--- src/rtl/rocc_unit_pkg.sv ---
// Shared types for the RoCC execute-stage unit: issue operands, write-back
// exception, and the accelerator command/response records.
package rocc_unit_pkg;

  localparam int TRANS_ID_BITS        = 3;
  localparam int ROCC_TIMEOUT_DEFAULT = 1024;

  localparam logic [63:0] ILLEGAL_INSTR = 64'd2;

  typedef struct packed {
    logic [63:0]              operand_a;
    logic [63:0]              operand_b;
    logic [TRANS_ID_BITS-1:0] trans_id;
  } fu_data_t;

  typedef struct packed {
    logic [63:0] cause;
    logic [63:0] tval;
    logic        valid;
  } exception_t;

  typedef enum logic [2:0] {
    IDLE  = 3'd0,
    CMD   = 3'd1,
    RESP  = 3'd2,
    WB    = 3'd3,
    DRAIN = 3'd4
  } rocc_state_e;

  typedef struct packed {
    logic [6:0]  funct7;
    logic [4:0]  rd;
    logic [63:0] rs1;
    logic [63:0] rs2;
  } rocc_cmd_t;

  typedef struct packed {
    logic [4:0]  rd;
    logic [63:0] data;
  } rocc_resp_t;

endpackage

--- src/rtl/rocc_unit.sv ---
// Single-outstanding RoCC functional unit: forwards one command to an external
// accelerator, collects the response (or times out) and writes back once.
module rocc_unit
  import rocc_unit_pkg::*;
#(
  parameter int TIMEOUT = ROCC_TIMEOUT_DEFAULT,
  parameter int CNT_W   = 16
) (
  input  logic                     clk_i,
  input  logic                     rst_ni,
  input  logic                     flush_i,
  input  fu_data_t                 fu_data_i,
  input  logic                     rocc_valid_i,
  input  logic [6:0]               rocc_funct7_i,
  input  logic [4:0]               rocc_rd_i,
  output logic                     rocc_ready_o,
  output logic                     cmd_valid_o,
  input  logic                     cmd_ready_i,
  output logic [6:0]               cmd_funct7_o,
  output logic [4:0]               cmd_rd_o,
  output logic [63:0]              cmd_rs1_o,
  output logic [63:0]              cmd_rs2_o,
  input  logic                     resp_valid_i,
  output logic                     resp_ready_o,
  input  logic [63:0]              resp_data_i,
  output logic [63:0]              rocc_result_o,
  output logic [TRANS_ID_BITS-1:0] rocc_trans_id_o,
  output logic                     rocc_wb_valid_o,
  output exception_t               rocc_exception_o
);

  localparam bit              TMO_EN   = (TIMEOUT != 0);
  localparam logic [CNT_W-1:0] TMO_LAST = CNT_W'((TIMEOUT > 0) ? TIMEOUT - 1 : 0);

  rocc_state_e              state_r, state_s;
  rocc_cmd_t                cmd_r, cmd_s;
  logic [TRANS_ID_BITS-1:0] trans_id_r, trans_id_s;
  logic [63:0]              result_r, result_s;
  exception_t               exc_r, exc_s;
  logic [CNT_W-1:0]         cnt_r, cnt_s;

  // Next-state, datapath latching and timeout counting.
  always_comb begin
    state_s    = state_r;
    cmd_s      = cmd_r;
    trans_id_s = trans_id_r;
    result_s   = result_r;
    exc_s      = exc_r;
    cnt_s      = cnt_r;
    case (state_r)
      IDLE: begin
        if (rocc_valid_i && !flush_i) begin
          cmd_s.funct7 = rocc_funct7_i;
          cmd_s.rd     = rocc_rd_i;
          cmd_s.rs1    = fu_data_i.operand_a;
          cmd_s.rs2    = fu_data_i.operand_b;
          trans_id_s   = fu_data_i.trans_id;
          result_s     = 64'd0;
          exc_s        = '0;
          cnt_s        = '0;
          state_s      = CMD;
        end else begin
          state_s = IDLE;
        end
      end
      CMD: begin
        if (cmd_ready_i) begin
          cnt_s = '0;
          // A flushed-but-sent command still owes us a response when rd!=0.
          if (flush_i) begin
            state_s = (cmd_r.rd != 5'd0) ? DRAIN : IDLE;
          end else if (cmd_r.rd != 5'd0) begin
            state_s = RESP;
          end else begin
            result_s = 64'd0;
            state_s  = WB;
          end
        end else if (flush_i) begin
          state_s = IDLE;
        end else begin
          state_s = CMD;
        end
      end
      RESP: begin
        if (flush_i) begin
          state_s = resp_valid_i ? IDLE : DRAIN;
        end else if (resp_valid_i) begin
          result_s = resp_data_i;
          exc_s    = '0;
          state_s  = WB;
        end else if (TMO_EN && (cnt_r == TMO_LAST)) begin
          result_s    = 64'd0;
          exc_s.valid = 1'b1;
          exc_s.cause = ILLEGAL_INSTR;
          exc_s.tval  = 64'd0;
          state_s     = WB;
        end else begin
          if (cnt_r != {CNT_W{1'b1}}) begin
            cnt_s = cnt_r + CNT_W'(1);
          end else begin
            cnt_s = cnt_r;
          end
          state_s = RESP;
        end
      end
      WB: begin
        state_s = IDLE;
      end
      DRAIN: begin
        if (resp_valid_i) begin
          state_s = IDLE;
        end else begin
          state_s = DRAIN;
        end
      end
      default: begin
        state_s = IDLE;
      end
    endcase
  end

  // State and datapath registers with synchronous active-low reset.
  always_ff @(posedge clk_i) begin
    if (!rst_ni) begin
      state_r    <= IDLE;
      cmd_r      <= '0;
      trans_id_r <= '0;
      result_r   <= 64'd0;
      exc_r      <= '0;
      cnt_r      <= '0;
    end else begin
      state_r    <= state_s;
      cmd_r      <= cmd_s;
      trans_id_r <= trans_id_s;
      result_r   <= result_s;
      exc_r      <= exc_s;
      cnt_r      <= cnt_s;
    end
  end

  // Handshake strobes decode straight from the state register.
  assign rocc_ready_o    = (state_r == IDLE);
  assign cmd_valid_o     = (state_r == CMD);
  assign resp_ready_o    = (state_r == RESP) || (state_r == DRAIN);
  assign rocc_wb_valid_o = (state_r == WB) && !flush_i;

  assign cmd_funct7_o     = cmd_r.funct7;
  assign cmd_rd_o         = cmd_r.rd;
  assign cmd_rs1_o        = cmd_r.rs1;
  assign cmd_rs2_o        = cmd_r.rs2;
  assign rocc_result_o    = result_r;
  assign rocc_trans_id_o  = trans_id_r;
  assign rocc_exception_o = rocc_wb_valid_o ? exc_r : '0;

endmodule

--- config.mk ---
export PLATFORM = sky130hd
export DESIGN_NAME = rocc_unit
export DESIGN_NICKNAME = d
export VERILOG_FILES = /design/src/rtl/rocc_unit_pkg.sv /design/src/rtl/rocc_unit.sv
export SDC_FILE = /design/constraint.sdc
export NUM_CORES = 1
export LEC_CHECK = 0
export BUFFER_PORTS_ARGS = -buffer_cell sky130_fd_sc_hd__buf_2
export CORE_AREA = 3 3 214 216
export DETAILED_ROUTE_END_ITERATION = 8
export DIE_AREA = 0 0 217 219
export PLACE_DENSITY = 0.46
export SYNTH_ARGS = -nofsm -noshare
export SYNTH_HDL_FRONTEND = slang
export SYNTH_SLANG_ARGS = --single-unit
--- constraint.sdc ---
create_clock -name clk_i -period 2.37 [get_ports clk_i]
set_input_delay 0.474 -clock clk_i [delete_from_list [all_inputs] [get_ports clk_i]]
set_output_delay 0.474 -clock clk_i [all_outputs]
set_load 0.1 [all_outputs]
# Word level (Yosys, flattened, before mapping)

Cells that the tools add are included.

Input port bits: 213
Bits in registers: 355
Logic and storage cells: 71
Output and inout bits: 340

Equal/unequal tests: 15
Multiplexer cells: 32
Reduce and logical (&&, ||, !) cells: 12
Add/sub/neg operators: 1

Operator list:

| cell                                                                    | count |
|---|---|
| 129-bit two-way mux                                                     | 5 |
| 64-bit two-way mux                                                      | 7 |
| 129-bit one-hot mux with 2 select lines                                 | 1 |
| 64-bit one-hot mux with 3 select lines                                  | 1 |
| 16-bit two-way mux                                                      | 6 |
| 16-bit one-hot mux with 3 select lines                                  | 1 |
| 16-bit by 1-bit adder with 16-bit output, second input constant         | 1 |
| 16-bit by 10-bit equality test with 1-bit output, second input constant | 1 |
| 16-bit != test, second input constant                                   | 1 |
| 3-bit two-way mux                                                       | 5 |
| 7-bit AND reduction                                                     | 2 |
| 2-bit != test, second input constant                                    | 6 |
| 3-bit one-hot mux with 4 select lines                                   | 1 |
| 3-bit by 2-bit equality test with 1-bit output, second input constant   | 2 |
| 1-bit two-way mux                                                       | 5 |
| 5-bit nonzero test                                                      | 1 |
| 2-bit by 1-bit != test with 1-bit output, second input constant         | 2 |
| 4-bit AND reduction                                                     | 1 |
| 3-bit by 1-bit equality test with 1-bit output, second input constant   | 1 |
| 3-bit equality test, second input constant                              | 1 |
| 3-bit zero test                                                         | 1 |
| 3-bit != test, second input constant                                    | 1 |
| 3-bit nonzero test                                                      | 1 |
| 1-bit logical AND                                                       | 2 |
| other kinds (4)                                                         | 4 |

# Logic depth before layout (Yosys ltp)

Gate-level depths: netlist of run 1.

Word-level depth: 6
Mapped depth: 10
Depth with buffers taken out: 6

# Worst setup path before layout of run 1

No wires, ideal clock.

Path type: flip-flop to flip-flop
From: register state_r[0]
To: register result_r[57], in the netlist rocc_result_o[57]
Arrival: 3,906 ps
Data required time: 2,301 ps
Period minus slack after synthesis: 3,975 ps
Setup time: 69 ps
Setup slack: -1,605 ps
Buffers on the path: 4
Cell stages (with the launch flop): 10
Cell sequence: dfxtp_1 -> buf_2 -> nor3b_1 -> o31ai_2 -> o2111ai_2 -> buf_6 -> buf_6 -> buf_6 -> nand3_1 -> o21ai_1

Cells in the longest elaborated chain, start to end: 3
Elaborated cells on any way between the ends: 12

Ends and longest elaborated chain:

| element                                               | RTL line         | text |
|---|---|---|
| start: declaration                                    | rocc_unit.sv:35  | `rocc_state_e state_r, state_s;` |
| start signal: assignment                              | rocc_unit.sv:132 | `state_r <= state_s;` |
| 3-bit by 1-bit equality test with 1-bit output *      | -                |  |
| net cmd_valid_o                                       | rocc_unit.sv:17  | `output logic cmd_valid_o,` |
| 2-bit != test (no line), or another cell as far along | -                |  |
| 7-bit AND reduction (no line)                         | -                |  |
| end signal: assignment                                | rocc_unit.sv:135 | `result_r <= result_s;` |
| end: declaration                                      | rocc_unit.sv:38  | `logic [63:0] result_r, result_s;` |

Mark *: on every way through the listed nets, which the timed path passes. The rest lies on a longest branch.
A chain may end at the register's enable or synchronous reset.

# Worst setup path after layout of run 1

From: register state_r[2]
To: output rocc_wb_valid_o

Cells in the longest elaborated chain, start to end: 2

Ends and longest elaborated chain:

| element                                        | RTL line         | text |
|---|---|---|
| 3-bit by 2-bit equality test with 1-bit output | rocc_unit.sv:145 | `assign rocc_wb_valid_o = (state_r == WB) && !flush_i;` |
| 1-bit logical AND                              | rocc_unit.sv:145 |  |
| end: declaration                               | rocc_unit.sv:28  | `output logic rocc_wb_valid_o,` |

No other way between the ends.

==> impl_metrics.py, run 1 <==
metrics = {
    "run_status": {
        "status": "finished, final reports clean",
    },
    "yosys": {
        "postSynthCellCount": 1205,
        "yosysTopAreaCell": "dfxtp_1",
        "synth_area_mm2": 0.00950,
        "ys.flop_type": "dfxtp_1",
        "synthDistinctLibCells": 52,
        "ys_ff_latch": 227,
        "ys_top_cells_by_count": "363 x nand2_1, 227 x dfxtp_1, 157 x a21oi_1",
        "synth_most_common_cell": "nand2_1",
        "synth_edf_count": 0,
        "synth_top_area_frac": 0.479,
        "async_flop_share": 0,
        "syn_avg_cell_area_um2": 7.88,
        "yosysSeqAreaShare": 0.479,
        "synth.area.top_cells": "dfxtp_1 48%, nand2_1 14%, buf_4 10%, a21oi_1 8.3%, nand3_1 3.9%",
        "yosysWarnings": 0,
    },
    "worst_setup_path": {
        "cp.arrival_ns": 1.70,
        "cp-start-kind": "flip-flop",
        "crit_type": "reg2out",
        "cp.required_ns": 1.90,
        "reg2reg_setup_slack_ns": 0.23,
        "worstReg2RegStart": "cnt_r[0]",
        "reg2reg_depth": 8,
        "critPathMaxFanout": 11,
        "cp-end-kind": "output port",
        "worstReg2RegEnd": "cnt_r[4]",
    },
    "global_route": {
        "track_usage": 0.121,
        "grt_start_max_net_pins": 69,
        "antenna_found_initial": 2,
        "grt_pass1_wl_mm": 46.8,
        "gr-total-overflow": 0,
        "grt_pass1_vias": 8358,
    },
    "layout": {
        "finish.utilization": 0.291,
        "final_cells": 2216,
        "antenna_cells": 0,
        "area_growth_pct": 35.3,
        "nets": 1818,
        "drive_gt1_frac": 0.325,
        "design_area_mm2": 0.0128,
    },
    "clock_network": {
        "clkLatencyLatePin_ns": 0.54,
        "numCtsBuffers": 27,
        "cts.sink_count": 227,
        "ctsHtreeMaxLevel": 1,
        "cts_tree": "done",
        "root_buffer": "clkbuf_16",
        "clk_path_buf_depth": 3,
        "cts_setup_buffers": 0,
        "path_clk_slew_ns": 0.07,
    },
    "drt": {
        "drt-wirelength-per-cell_um": 14.3,
        "vias_per_cell": 4.03,
        "drcViolationCount": 0,
        "initialDrtViolationCount": 429,
        "first_pass_iters": 5,
        "postRouteAntennaNets": 0,
        "wl_mm": 31.7,
        "vias": 8939,
    },
    "sta": {
        "finalWorstSetupSlack_ns": 0.200,
        "rsz0062_at_grt": "no",
        "final_hold_viol_count": 0,
        "drv_slew": 0,
        "period_share": 0.916,
        "setup_violations": 0,
        "skew_ns": 0.0166,
        "hold_ws_ns": 0.169,
        "worst_pin_slew_ns": 0.716,
        "max_freq_mhz": 461,
        "timing.slew.headroom": 0.523,
        "fin_crit_ns": 2.17,
        "tns_ns": 0,
    },
    "floorplan": {
        "fp.dieH_um": 219,
        "core_area_mm2": 0.0441,
        "initial_utilization": 0.215,
        "dieArea_mm2": 0.0475,
        "die_w_um": 217,
        "num_rows": 77,
        "io_pins": 553,
    },
    "worst_hold_path": {
        "holdPathEnd": "cmd_rs1_o[42]",
        "hp-start": "fu_data_i[109]",
        "min_path_type": "in2reg",
        "min_path_cells": 3,
    },
    "placed_design": {
        "dpl_worst_slack_ns": 0.233,
        "place_area_mm2": 0.0120,
        "dp_hpwl_mm": 23.3,
        "numPortBuffers": 425,
        "placed_cells": 2167,
        "routabilityCongestion": 0.790,
    },
    "power": {
        "power.share.switching": 0.370,
        "p_leak_nw": 5.76,
        "clockPowerShare": 0.382,
        "sequentialPowerShare": 0.374,
        "p_switching_mw": 3.95,
        "combPwrFrac": 0.244,
        "vdd_drop_max_uv": 462,
        "p_total_mw": 10.7,
        "p_per_area_mw_per_mm2": 831,
        "internal_power_mw": 6.73,
    },
    "flow_run": {
        "maxCapViolations": 0,
    },
}
## power groups by stage
stage	Sequential [mW]	Combinational [mW]	Clock, mW
after floorplan	4.93	1.45	0
after global placement	4.08	2.61	0
after detailed placement	4.08	2.62	0
after CTS	4.00	2.62	4.22
after global routing	4.01	2.72	4.38
final	4.00	2.60	4.08
## per-layer routing
metal / wire, µm / vias to the layer above / GRT usage
li1: - / 4549 / -
met3: 2540 / 45 / 0.0295
met2: 14600 / 347 / 0.195
met4: 667 / 2 / 0.0341
met1: 13900 / 3996 / 0.162
met5: 7 / - / 0
## worst max-delay path by stage
stage / startpoint / endpoint / slack, ns / cells after the start
after global placement: cmd_rd_o[4] / rocc_result_o[34] / 0.28 / 7
final: state_r[2] / rocc_wb_valid_o / 0.20 / 3
after global routing: cnt_r[0] / cnt_r[4] / 0.04 / 8
after CTS: state_r[2] / rocc_exception_o[0] / 0.01 / 4
after detailed placement: cmd_rd_o[4] / rocc_result_o[22] / 0.23 / 7
after floorplan: state_r[1] / cmd_rs2_o[10] / -0.02 / 9
## flip-flops by register name, indices dropped and copies added (netlist names)
| register | count |
|---|---|
| exc_r | 1 |
| state_r | 3 |
| rocc_trans_id_o | 3 |
| cnt_r | 16 |
| cmd_rs2_o | 64 |
| rocc_result_o | 64 |
| cmd_rs1_o | 64 |
| cmd_funct7_o | 7 |
| cmd_rd_o | 5 |
## repair_timing
item / CTS / global route
gates resized for setup: 1 / 2
setup endpoints to repair: 1 / 5
hold buffers: 0 / 0
## kinds of logic (layout without fill, tap and decap cells)
logic type | after synthesis | in the layout | share of synthesized area
simple gates | 492 | 492 | 0.220
mux | 1 | 1 | 0.00105
buf+inv | 219 | 512 | 0.145
flops | 227 | 227 | 0.479
xor+xnor | 1 | 1 | 0.000923
fa+ha+maj | 1 | 1 | 0.00132
other cells | 1 | 127 | 0.000395
compound gates | 263 | 263 | 0.153
## critical path, cell delays in order (launching register included)
cell     delay, ns
dfxtp_2       0.40
nor2_1        0.15
and3_4        0.20
buf_2         0.42
## area by class of cell
class | instances | area, µm²
clock buffer | 37 | 783
clock inverter | 12 | 93.8
fill | 4872 | 31300
inverter | 2 | 10.0
multi-input combinational | 885 | 4100
sequential | 227 | 4550
tap | 592 | 741
timing repair buffer | 461 | 2570
## cell usage in the layout (no fill, tap or decap), types with 2 or more instances in the layout
cell type	count
nor3_1	2
o21ai_0	49
o21ai_2	4
a41oi_1	5
dfxtp_2	2
clkbuf_8	7
conb_1	127
buf_4	26
nor2_1	13
and2_1	3
buf_2	422
clkinv_2	8
and2_4	2
nand2_1	363
o21ai_1	16
a211oi_1	10
a31oi_1	8
nand3_1	74
or3_1	4
nor4_1	2
clkinvlp_4	2
nand4b_1	3
dfxtp_1	225
a21oi_1	157
o22ai_1	2
and3_1	4
clkbuf_1	3
and4_1	2
or4_1	2
nand4_1	5
nand2b_1	2
buf_12	13
clkbuf_16	27
No activity file was read; power rests on OpenSTA's default activity.
==> run 2: changes to the inputs <==
Clock period 2.37 ns to 2.05 ns, I/O delays scaled along.
==> impl_metrics.py, run 2 (synthesized netlist as in run 1, its figures left out) <==
metrics = {
    "worst_hold_path": {
        "holdPathEnd": "rocc_result_o[51]",
        "min_path_cells": 3,
        "hp-start": "resp_data_i[51]",
        "min_path_type": "in2reg",
    },
    "clock_network": {
        "numCtsBuffers": 28,
        "path_clk_slew_ns": 0.06,
        "clk_path_buf_depth": 3,
        "root_buffer": "clkbuf_16",
        "ctsHtreeMaxLevel": 1,
        "cts_tree": "done",
        "cts.sink_count": 227,
        "clkLatencyLatePin_ns": 0.54,
    },
    "drt": {
        "first_pass_iters": 5,
        "vias_per_cell": 4.07,
        "postRouteAntennaNets": 0,
        "vias": 9122,
        "drcViolationCount": 0,
        "drt-wirelength-per-cell_um": 14.3,
        "wl_mm": 32.1,
        "initialDrtViolationCount": 444,
    },
    "sta": {
        "worst_pin_slew_ns": 0.534,
        "finalWorstSetupSlack_ns": -0.0543,
        "setup_violations": 2,
        "max_freq_mhz": 475,
        "skew_ns": 0.00649,
        "rsz0062_at_grt": "yes",
        "period_share": 1.03,
        "timing.slew.headroom": 0.647,
        "drv_slew": 0,
        "final_hold_viol_count": 0,
        "tns_ns": -0.101,
        "fin_crit_ns": 2.10,
    },
    "worst_setup_path": {
        "cp-start-kind": "flip-flop",
        "cp_cell_sequence": "buf_6, nor2_4, and3_4, and2_4, buf_12",
        "cp-end-kind": "output port",
        "critPathMaxFanout": 5,
        "worstReg2RegEnd": "rocc_result_o[11]",
        "cp.arrival_ns": 1.69,
        "worstReg2RegStart": "cmd_rd_o[4]",
        "reg2reg_depth": 6,
        "crit_type": "reg2out",
        "cp.required_ns": 1.64,
        "crit_slowest_cell": "dfxtp_4",
        "critPathMaxStageDelay_ns": 0.36,
        "reg2reg_setup_slack_ns": 0.07,
    },
    "floorplan": {
        "dieArea_mm2": 0.0475,
        "initial_utilization": 0.215,
        "io_pins": 553,
        "fp.dieH_um": 219,
        "core_area_mm2": 0.0441,
        "die_w_um": 217,
        "num_rows": 77,
    },
    "layout": {
        "finish.utilization": 0.299,
        "fillers": 4933,
        "seqCellArea_mm2": 0.00455,
        "area_growth_pct": 38.9,
        "layout_commonest_cell": "buf_2",
        "nets": 1843,
        "multi_input_area_mm2": 0.00412,
        "drive_gt1_frac": 0.336,
        "mostFrequentLayoutCells": "419 x buf_2, 363 x nand2_1, 223 x dfxtp_1",
    },
    "global_route": {
        "antenna_found_initial": 4,
        "track_usage": 0.123,
        "grt_start_max_net_pins": 78,
        "gr-total-overflow": 0,
        "grt_pass1_wl_mm": 47.8,
        "grt_pass1_vias": 8411,
    },
    "run_status": {
        "violations": "setup timing",
        "status": "finished with violations",
    },
    "placed_design": {
        "routabilityCongestion": 0.761,
        "numPortBuffers": 425,
        "dp_hpwl_mm": 23.8,
    },
    "flow_run": {
        "maxCapViolations": 0,
    },
    "power": {
        "p_leak_nw": 5.94,
        "p_per_area_mw_per_mm2": 963,
        "vdd_drop_max_uv": 513,
        "p_total_mw": 12.7,
    },
}
==> run 2: metal layers <==
layer	part of all wire	wire length [µm]	track usage	up-vias
li1	-	-	-	4603
met1	0.41	13100	0.155	4104
met2	0.47	15100	0.201	362
met3	0.094	3020	0.0425	51
met4	0.026	850	0.0339	2
met5	0.00040	13	0	-
==> run 2: critical path: cells and delay by family, from the launching register on <==
kind          cells  cell delay (ns)
simple gates      3             0.48
flops             1             0.36
buf+inv           2             0.30
==> run 2: how the worst max path moves through the flow <==
stage | slack (ns) | to | cells past startpoint | from
finish | -0.05 | rocc_exception_o[66] | 5 | state_r[2]
global route | -0.12 | rocc_exception_o[66] | 5 | state_r[2]
CTS | -0.09 | rocc_exception_o[66] | 5 | state_r[2]
detailed placement | 0.06 | rocc_result_o[19] | 6 | cmd_rd_o[4]
global placement | 0.07 | rocc_result_o[12] | 6 | cmd_rd_o[4]
floorplan | -0.28 | cmd_rs2_o[28] | 9 | state_r[1]
==> run 2: power breakdown <==
part	total, mW	switching (mW)	internal, mW
registers	4.62	0.0687	4.55
clock network	5.05	1.93	3.11
logic	3.03	2.57	0.455
==> run 2: what timing repair did <==
item / in CTS / in global routing
pin swaps: 1 / 2
resized for setup: 8 / 2
hold buffers: 0 / 0
setup buffers: 5 / 2
endpoints found under the setup margin: 6 / 35
==> run 2: stage by stage <==
| stage | cell area (µm²) | setup WS, ns | std cells | hold WS [ns] |
|---|---|---|---|---|
| 2_1_floorplan | 10200 | -0.282 | 1331 | 0.472 |
| 3_3_place_gp | 12200 | 0.0705 | 2184 | 0.438 |
| 3_5_place_dp | 12200 | 0.0593 | 2184 | 0.443 |
| 4_1_cts | 13200 | -0.0904 | 2237 | 0.0554 |
| 5_1_grt | 13200 | -0.119 | 2239 | 0.0745 |
| 6_report | 13200 | -0.0543 | 2240 | 0.0940 |
==> run 2: final cells by class <==
| class | count | area share |
|---|---|---|
| Multi-Input combinational cell | 885 | 0.312 |
| Inverter | 2 | 0.000759 |
| Clock buffer | 39 | 0.0617 |
| Timing Repair Buffer | 485 | 0.214 |
| Antenna cell | 1 | 0.000190 |
| Clock inverter | 9 | 0.00939 |
| Tap cell | 592 | 0.0562 |
| Sequential cell | 227 | 0.345 |
==> run 3: changes to the inputs <==
Settings changed: ABC_AREA set to 1, PLACE_DENSITY 0.46 to 0.48.
==> impl_metrics.py, run 3 <==
metrics = {
    "run_status": {
        "status": "finished, final reports clean",
    },
    "drt": {
        "drt-wirelength-per-cell_um": 14.3,
        "wl_met2_mm": 16.3,
        "first_pass_iters": 4,
        "wirelength_met1_mm": 14.1,
        "initialDrtViolationCount": 548,
        "vias_per_cell": 4.17,
        "top_layer": "met5",
        "postRouteAntennaNets": 0,
        "vias": 10134,
        "route.met3.wl_mm": 3.27,
        "drcViolationCount": 0,
        "wl_mm": 34.7,
    },
    "placed_design": {
        "routabilityCongestion": 0.809,
        "dp_hpwl_mm": 24.9,
        "numPortBuffers": 425,
    },
    "sta": {
        "final_hold_viol_count": 0,
        "max_freq_mhz": 497,
        "fin_crit_ns": 2.01,
        "period_share": 0.981,
        "timing.slew.headroom": 0.567,
        "worst_pin_slew_ns": 0.653,
        "drv_slew": 0,
        "skew_ns": 0.0230,
        "rsz0062_at_grt": "yes",
        "setup_violations": 0,
        "tns_ns": 0,
    },
    "clock_network": {
        "clkLatencyLatePin_ns": 0.57,
        "ctsHtreeMaxLevel": 1,
        "root_buffer": "clkbuf_16",
        "path_clk_slew_ns": 0.06,
        "cts.sink_count": 227,
        "cts_tree": "done",
        "numCtsBuffers": 28,
        "cts_hold_buf": 0,
        "clk_path_buf_depth": 3,
    },
    "global_route": {
        "gr-total-overflow": 0,
        "antenna_found_initial": 5,
        "grt_pass1_wl_mm": 52.3,
        "grt_pass1_vias": 9557,
        "track_usage": 0.135,
        "grt_start_max_net_pins": 114,
    },
    "yosys": {
        "synth_area_mm2": 0.0103,
        "yosysSeqAreaShare": 0.442,
        "ys_top_cells_by_count": "404 x nor2_1, 227 x dfxtp_1, 197 x nand2_1",
        "yosysWarnings": 0,
        "ys_ff_latch": 227,
        "synthDistinctLibCells": 29,
        "ys.flop_type": "dfxtp_1",
        "syn_avg_cell_area_um2": 7.24,
        "synth_edf_count": 0,
        "async_flop_share": 0,
        "postSynthCellCount": 1421,
        "synth.area.top_cells": "dfxtp_1 44%, nor2_1 15%, buf_4 9.7%, nand2_1 7.2%, o21ai_0 7.1%",
        "yosysTopAreaCell": "dfxtp_1",
        "synth_top_area_frac": 0.442,
        "synth_most_common_cell": "nor2_1",
    },
    "layout": {
        "nets": 2028,
        "finish.utilization": 0.310,
        "drive_gt1_frac": 0.298,
        "mostFrequentLayoutCells": "418 x buf_2, 403 x nor2_1, 224 x dfxtp_1",
        "area_growth_pct": 33.2,
        "layout_commonest_cell": "buf_2",
    },
    "worst_setup_path": {
        "reg2reg_setup_slack_ns": 0.18,
        "cp.required_ns": 1.64,
        "critPathMaxFanout": 4,
        "critPathMaxStageDelay_ns": 0.38,
        "crit_type": "reg2out",
        "cp-end-kind": "output port",
        "cp-start-kind": "flip-flop",
        "cp_cell_sequence": "inv_4, nor3_4, and2_4, buf_12",
        "cp.arrival_ns": 1.60,
        "crit_slowest_cell": "dfxtp_4",
    },
    "floorplan": {
        "die_w_um": 217,
        "fp.dieH_um": 219,
        "io_pins": 553,
        "dieArea_mm2": 0.0475,
        "num_rows": 77,
        "initial_utilization": 0.233,
        "core_area_mm2": 0.0441,
    },
    "worst_hold_path": {
        "min_path_type": "in2reg",
    },
    "power": {
        "p_leak_nw": 6.81,
        "vdd_drop_max_uv": 552,
        "p_per_area_mw_per_mm2": 1130,
    },
    "flow_run": {
        "maxCapViolations": 0,
    },
}
==> run 3: cell count changes in the layout (fill, tap and decap cells not counted), moves of 16 or more <==
cell     previous run  this run
o21ai_0            49       146
inv_1               1        19
nor2_1             12       403
buf_4              45        24
o21ai_1            16         0
a21oi_1           157        81
nand2_1           363       196
==> run 3: metal layers <==
metal  global-route usage  vias up
met5                    0        -
met4               0.0411        4
met3               0.0490       59
met2                0.226      389
met1                0.162     4598
li1                     -     5084
==> run 3: cells by family (layout without fill, tap and decap cells) <==
logic type	count (synthesis)	count (layout)	share of synthesized area
and+or+nand+nor	712	712	0.289
adders and majority gates	1	1	0.00122
DFF	227	227	0.442
buffers and inverters	247	535	0.153
other	1	131	0.000365
AOI/OAI and AO/OA	233	233	0.115
==> run 3: stage by stage <==
stage,instances,setup slack [ns],hold WS [ns],power [mW],cell area (µm²)
after floorplan,1547,-0.374,0.452,9.66,10800
after global placement,2372,0.167,0.458,10.3,12600
after detailed placement,2372,0.148,0.462,10.3,12600
after CTS,2425,-0.0140,0.0270,15.8,13700
after global routing,2429,-0.0610,0.0380,16.2,13700
final,2431,0.0385,0.0604,15.5,13700
==> run 3: path summary, 6_finish.rpt <==
kind,start,end,cells past startpoint
worst max register to register,state_r[1],rocc_result_o[42],10
worst max-delay path,state_r[0],rocc_exception_o[0],4
worst min register to register,rocc_result_o[43],rocc_result_o[43],2
worst min-delay path,fu_data_i[62],cmd_rs2_o[59],3
==> run 3: critical path: cells and delay by family, from the launching register on <==
family / cells / cell delay (ns)
AND/OR/NAND/NOR: 2 / 0.40
buffers and inverters: 2 / 0.25
flip-flops: 1 / 0.38
==> run 3: final cells by class <==
cell class / count / area [µm²]
diodes: 4 / 10.0
clock buffers: 37 / 816
clock inverters: 14 / 190
fillers: 4846 / 30400
inverters: 25 / 111
multi-input cells: 1073 / 4670
flip-flops and latches: 227 / 4550
well taps: 592 / 741
repair buffers: 459 / 2610
==> run 3: report_power, final <==
part	leakage (nW)	switching, mW	internal (mW)
Sequential	1.87	0.185	4.78
Clock	0.490	2.09	3.20
Combinational	4.45	4.51	0.766
Total	6.81	6.79	8.75
==> run 3: repair_timing <==
| item | in CTS | in global routing |
|---|---|---|
| setup endpoints to repair | 4 | 33 |
| pin swaps | 2 | 3 |
| gates resized for setup | 6 | 6 |
| setup buffers | 2 | 2 |
